[src/rtl/dmem_arbiter.sv]
// Two-requester arbiter for the single-port data BRAM. Grants at most one access per cycle
// and tags read returns to the requester that issued them.
module dmem_arbiter #(
    parameter int unsigned ADDR_W     = 10,
    parameter int unsigned DATA_W     = 32,
    parameter int unsigned RD_LAT     = 1,
    parameter int unsigned CPU_PRIO   = 0,
    parameter int unsigned STARVE_LIM = 15
) (
    input  logic              clk,
    input  logic              rst,
    input  logic              m0_req,
    input  logic              m0_we,
    input  logic [ADDR_W-1:0] m0_addr,
    input  logic [DATA_W-1:0] m0_wdata,
    output logic              m0_gnt,
    output logic              m0_rvalid,
    output logic [DATA_W-1:0] m0_rdata,
    input  logic              m1_req,
    input  logic              m1_we,
    input  logic [ADDR_W-1:0] m1_addr,
    input  logic [DATA_W-1:0] m1_wdata,
    output logic              m1_gnt,
    output logic              m1_rvalid,
    output logic [DATA_W-1:0] m1_rdata,
    output logic              mem_wea,
    output logic [ADDR_W-1:0] mem_addr,
    output logic [DATA_W-1:0] mem_wdata,
    input  logic [DATA_W-1:0] mem_rdata
);

    typedef enum logic {
        REQ0 = 1'b0,
        REQ1 = 1'b1
    } req_id_e;

    req_id_e           rr_last_q, rr_last_d;
    logic [7:0]        starve_q, starve_d;
    logic [RD_LAT-1:0] rv_q, rv_d;
    logic [RD_LAT-1:0] rid_q, rid_d;
    logic              win1;

    // win1 says who takes a contended cycle; rst gates grants so nothing issues in reset.
    always_comb begin
        win1 = 1'b0;
        if (CPU_PRIO == 0) begin
            win1 = (rr_last_q == REQ0);
        end else begin
            win1 = (starve_q == 8'(STARVE_LIM));
        end
        m0_gnt = rst && m0_req && !(m1_req && win1);
        m1_gnt = rst && m1_req && !(m0_req && !win1);
    end

    always_comb begin
        mem_wea   = 1'b0;
        mem_addr  = '0;
        mem_wdata = '0;
        if (m0_gnt) begin
            mem_wea   = m0_we;
            mem_addr  = m0_addr;
            mem_wdata = m0_wdata;
        end else if (m1_gnt) begin
            mem_wea   = m1_we;
            mem_addr  = m1_addr;
            mem_wdata = m1_wdata;
        end
    end

    always_comb begin
        rr_last_d = rr_last_q;
        if (m0_gnt) begin
            rr_last_d = REQ0;
        end else if (m1_gnt) begin
            rr_last_d = REQ1;
        end

        starve_d = starve_q;
        if (!m1_req || m1_gnt) begin
            starve_d = '0;
        end else if (starve_q < 8'(STARVE_LIM)) begin
            starve_d = starve_q + 8'd1;
        end

        rv_d     = '0;
        rid_d    = '0;
        rv_d[0]  = (m0_gnt && !m0_we) || (m1_gnt && !m1_we);
        rid_d[0] = m1_gnt;
        for (int unsigned i = 1; i < RD_LAT; i++) begin
            rv_d[i]  = rv_q[i-1];
            rid_d[i] = rid_q[i-1];
        end
    end

    // Reset leaves the pointer on REQ1 so requester 0 takes the first contended cycle.
    always_ff @(posedge clk or negedge rst) begin
        if (!rst) begin
            rr_last_q <= REQ1;
            starve_q  <= '0;
            rv_q      <= '0;
            rid_q     <= '0;
        end else begin
            rr_last_q <= rr_last_d;
            starve_q  <= starve_d;
            rv_q      <= rv_d;
            rid_q     <= rid_d;
        end
    end

    assign m0_rvalid = rv_q[RD_LAT-1] && !rid_q[RD_LAT-1];
    assign m1_rvalid = rv_q[RD_LAT-1] &&  rid_q[RD_LAT-1];
    assign m0_rdata  = mem_rdata;
    assign m1_rdata  = mem_rdata;

endmodule

[config.mk]
export PLATFORM = sky130hd
export DESIGN_NAME = dmem_arbiter
export DESIGN_NICKNAME = d
export VERILOG_FILES = /design/src/rtl/dmem_arbiter.sv
export SDC_FILE = /design/constraint.sdc
export NUM_CORES = 1
export LEC_CHECK = 0
export CAP_MARGIN = 20
export CORE_AREA = 2 2 90 92
export CTS_BUF_LIST = sky130_fd_sc_hd__clkbuf_8
export CTS_CLUSTER_SIZE = 8
export DETAILED_ROUTE_END_ITERATION = 10
export DIE_AREA = 0 0 92 94
export PLACE_DENSITY = 0.76
export SLEW_MARGIN = 20
export SYNTH_ARGS = -nofsm -noshare
export SYNTH_HDL_FRONTEND = slang
export SYNTH_SLANG_ARGS = --single-unit
[constraint.sdc]
create_clock -name clk -period 3 [get_ports clk]
set_input_delay 0.9 -clock clk [delete_from_list [all_inputs] [get_ports clk]]
set_output_delay 0.9 -clock clk [all_outputs]
set_load 0.02 [all_outputs]
==> run_results.csv <==
group,metric,value,unit
synth,synth_ff_type,"dfrtp_1",
power_and_ir_drop,power_frac_comb,0.726,
final_layout,area_growth,80.7,%
power_and_ir_drop,p_switching,0.225,mW
sta,max_freq,341,MHz
route,wl_met2,3.28,mm
worst_setup_path,crit_path_top_delay_cell,"clkdlybuf4s15_2",
synth,async_reset_ff_frac,1.00,
sta,period_needed,2.93,ns
worst_setup_path,cp.required,2.10,ns
power_and_ir_drop,p_int,0.370,mW
die,die_y,94,um
power_and_ir_drop,p_clk_frac,0.186,
clock_tree,clock-root-buffer,"clkbuf_8",
placed_design,placed_area,2360,sq um
synth,yosysTopAreaCell,"buf_4",
power_and_ir_drop,p_sw_frac,0.379,
synth,yosys.cell_count.top_type,"nand2_1",
final_layout,instances_no_fill,396,
route,via_per_inst,4.35,
clock_tree,postCtsHoldBufs,0,
worst_setup_path,end_kind,"output pin",
synth,synth_warnings,0,
die,die-area,8650,sq um
placed_design,dp_slack,-0.490,ns
final_layout,nNetsFinal,417,
worst_setup_path,cp.arrival,2.03,ns
synth,synth_fp_nets,349,
route,dr.pass1.iters,4,
die,start_util,0.177,
placed_design,io_buffer_count,136,
route,wire_per_inst,14.6,um
placed_design,hpwlAfterDp,4.64,mm
worst_setup_path,critPathKind,"in2out",
final_layout,drive_gt1_frac,0.204,
final_layout,final_area,2430,sq um
sta,setup_slack,0.0689,ns
global_routing,grt_pass1_wl,8.31,mm
worst_setup_path,critPathMaxStageDelay,0.29,ns
clock_tree,numCtsBuffers,3,
outcome,outcome,"finished, final reports clean",
route,highest_layer,"met4",
synth,synth_area,1340,sq um
die,core-area,7610,sq um
worst_setup_path,cp_common_cell,"buf_12",
route,m1WireLength,1.67,mm
sta,slew_violations,0,
die,row_count,32,
sta,hold_viol_final,0,
die,io_pins,233,
route,wl,5.77,mm
placed_design,gp_congestion,0.766,
clock_tree,clock_sinks,3,
job,cap_violations,0,
worst_setup_path,worstSetupStartpointType,"primary input",
sta,worstMarginPinSlew,0.240,ns
power_and_ir_drop,p_leak,0.988,nW
synth,avgSynthCellArea,5.92,sq um
global_routing,grt_pass1_vias,1734,
synth,yosysUniqueCellTypes,19,
sta,fin_skew,0.00195,ns
clock_tree,tritoncts,"yes",
route,met3_length,631,um
final_layout,fill_cells,814,
power_and_ir_drop,p_seq_frac,0.088,
global_routing,grt_use_total,0.122,
synth,ys_seq_area_frac,0.0568,
worst_hold_path,hold_class,"reg2reg",
route,drtAntennaViolNets,0,
clock_tree,clock_latency,0.21,ns
worst_setup_path,path_cells,"clkdlybuf4s15_1 > inv_2 > o21ai_4 > buf_12 > buf_12 > o22ai_1 > clkdlybuf4s15_2",
sta,rsz0062_at_grt,"false",
sta,finalSetupViolCount,0,
route,drc_errors,0,
sta,relSlewSlack,0.839,
placed_design,place_inst,390,
global_routing,overflow,0,
sta,timing.final.crit_share,0.977,
final_layout,antenna_cells,0,
route,vias,1721,
sta,whs,0.564,ns
clock_tree,clockBufferDepth,2,
synth,synth_commonest_cells,"nand2_1 (87), buf_4 (66), o22ai_1 (43)",
synth,syn_inst,227,
synth,synth-edff-count,0,
synth,synth_area_leaders,"buf_4 (37%), nand2_1 (24%), o22ai_1 (20%)",
route,drt_iter0_markers,51,
synth,synth-seq-cells,3,
global_routing,antenna_found_initial,0,
synth,synth_top_area_frac,0.369,
global_routing,grt_max_degree,50,
clock_tree,clk_pin_slew_worst_paths,0.03,ns
power_and_ir_drop,power_density,245,nW/um^2
clock_tree,htreeDepth,1,
power_and_ir_drop,ir_drop,112,uV
die,die_x,92,um
worst_setup_path,cp_max_fo,12,
[power by group through the flow]
stage	logic [mW]	clock network, mW	registers (mW)
6_report	0.432	0.111	0.0525
2_1_floorplan	0.314	0	0.0518
4_1_cts	0.442	0.114	0.0525
3_3_place_gp	0.433	0	0.0523
3_5_place_dp	0.439	0	0.0528
5_1_grt	0.461	0.122	0.0537
[path summary, 6_finish.rpt]
path	to	slack (ns)	from	depth (start not counted)
hold / removal	rr_last_q	0.56	rr_last_q	2
max in group asynchronous	rid_q	2.05	rst	3
setup reg to reg	rv_q	1.82	rr_last_q	4
hold reg to reg	rr_last_q	0.56	rr_last_q	2
setup / recovery	mem_wdata[1]	0.07	m1_req	7
min in group asynchronous	rv_q	0.87	rst	3
[worst max-delay path, delay by kind of cell]
kind	cells	cell delay, ns
compound gates	2	0.26
buf+inv	5	0.87
[state kept, by name (all words and copies together), names as in the netlist]
register	flops
rv_q	1
rid_q	1
rr_last_q	1
[routing by layer]
| layer | global-route usage | vias up |
|---|---|---|
| met5 | 0 | - |
| met4 | 0.0585 | 0 |
| met3 | 0.0377 | 23 |
| met2 | 0.263 | 129 |
| met1 | 0.0957 | 745 |
| li1 | - | 824 |
[metrics by stage]
step | utilization | power (mW) | TNS, ns
after floorplan | - | 0.366 | 0
after global placement | 0.310 | 0.485 | -19.13
after detailed placement | 0.310 | 0.492 | -19.89
after CTS | 0.327 | 0.608 | 0
after global routing | 0.319 | 0.637 | 0
final | 0.319 | 0.596 | 0
[repair_timing]
action / 4_1_cts / 5_1_grt
cloned: 1 / 0
setup buffers: 1 / 0
setup endpoints to repair: 45 / 41
pin swaps: 0 / 1
gates resized for setup: 137 / 11
[area by class of cell]
type,count,area [sq um],share of cell area
well taps,102,128,0.0526
clock buffers,3,41.3,0.0170
flip-flops and latches,3,76.3,0.0314
repair buffers,145,1510,0.621
multi-input cells,140,664,0.274
clock inverters,1,3.75,0.00155
inverters,2,7.51,0.00309
[kinds of logic (layout without fill, tap and decap cells)]
group / count (synthesis) / after routing / share of synthesized area
AO/OA/AOI/OAI: 47 / 47 / 0.227
buffers and inverters: 84 / 151 / 0.449
flip-flops: 3 / 3 / 0.0568
AND/OR/NAND/NOR: 93 / 93 / 0.267
[placed cells by master (no fill, tap or decap)]
cell,n
clkdlybuf4s50_1,88
nand2_1,87
o22ai_1,43
clkdlybuf4s15_2,30
buf_2,13
buf_12,7
clkbuf_8,3
dlygate4sd2_1,3
inv_1,2
nor2_1,2
buf_4,2
dfrtp_1,2
nand2_2,1
inv_2,1
o21ai_4,1
nand2b_1,1
o32ai_1,1
nor2b_1,1
and2_1,1
a21oi_1,1
a31oi_1,1
bufbuf_16,1
clkdlybuf4s15_1,1
dfstp_2,1
Power figures use the tool's default switching activity.
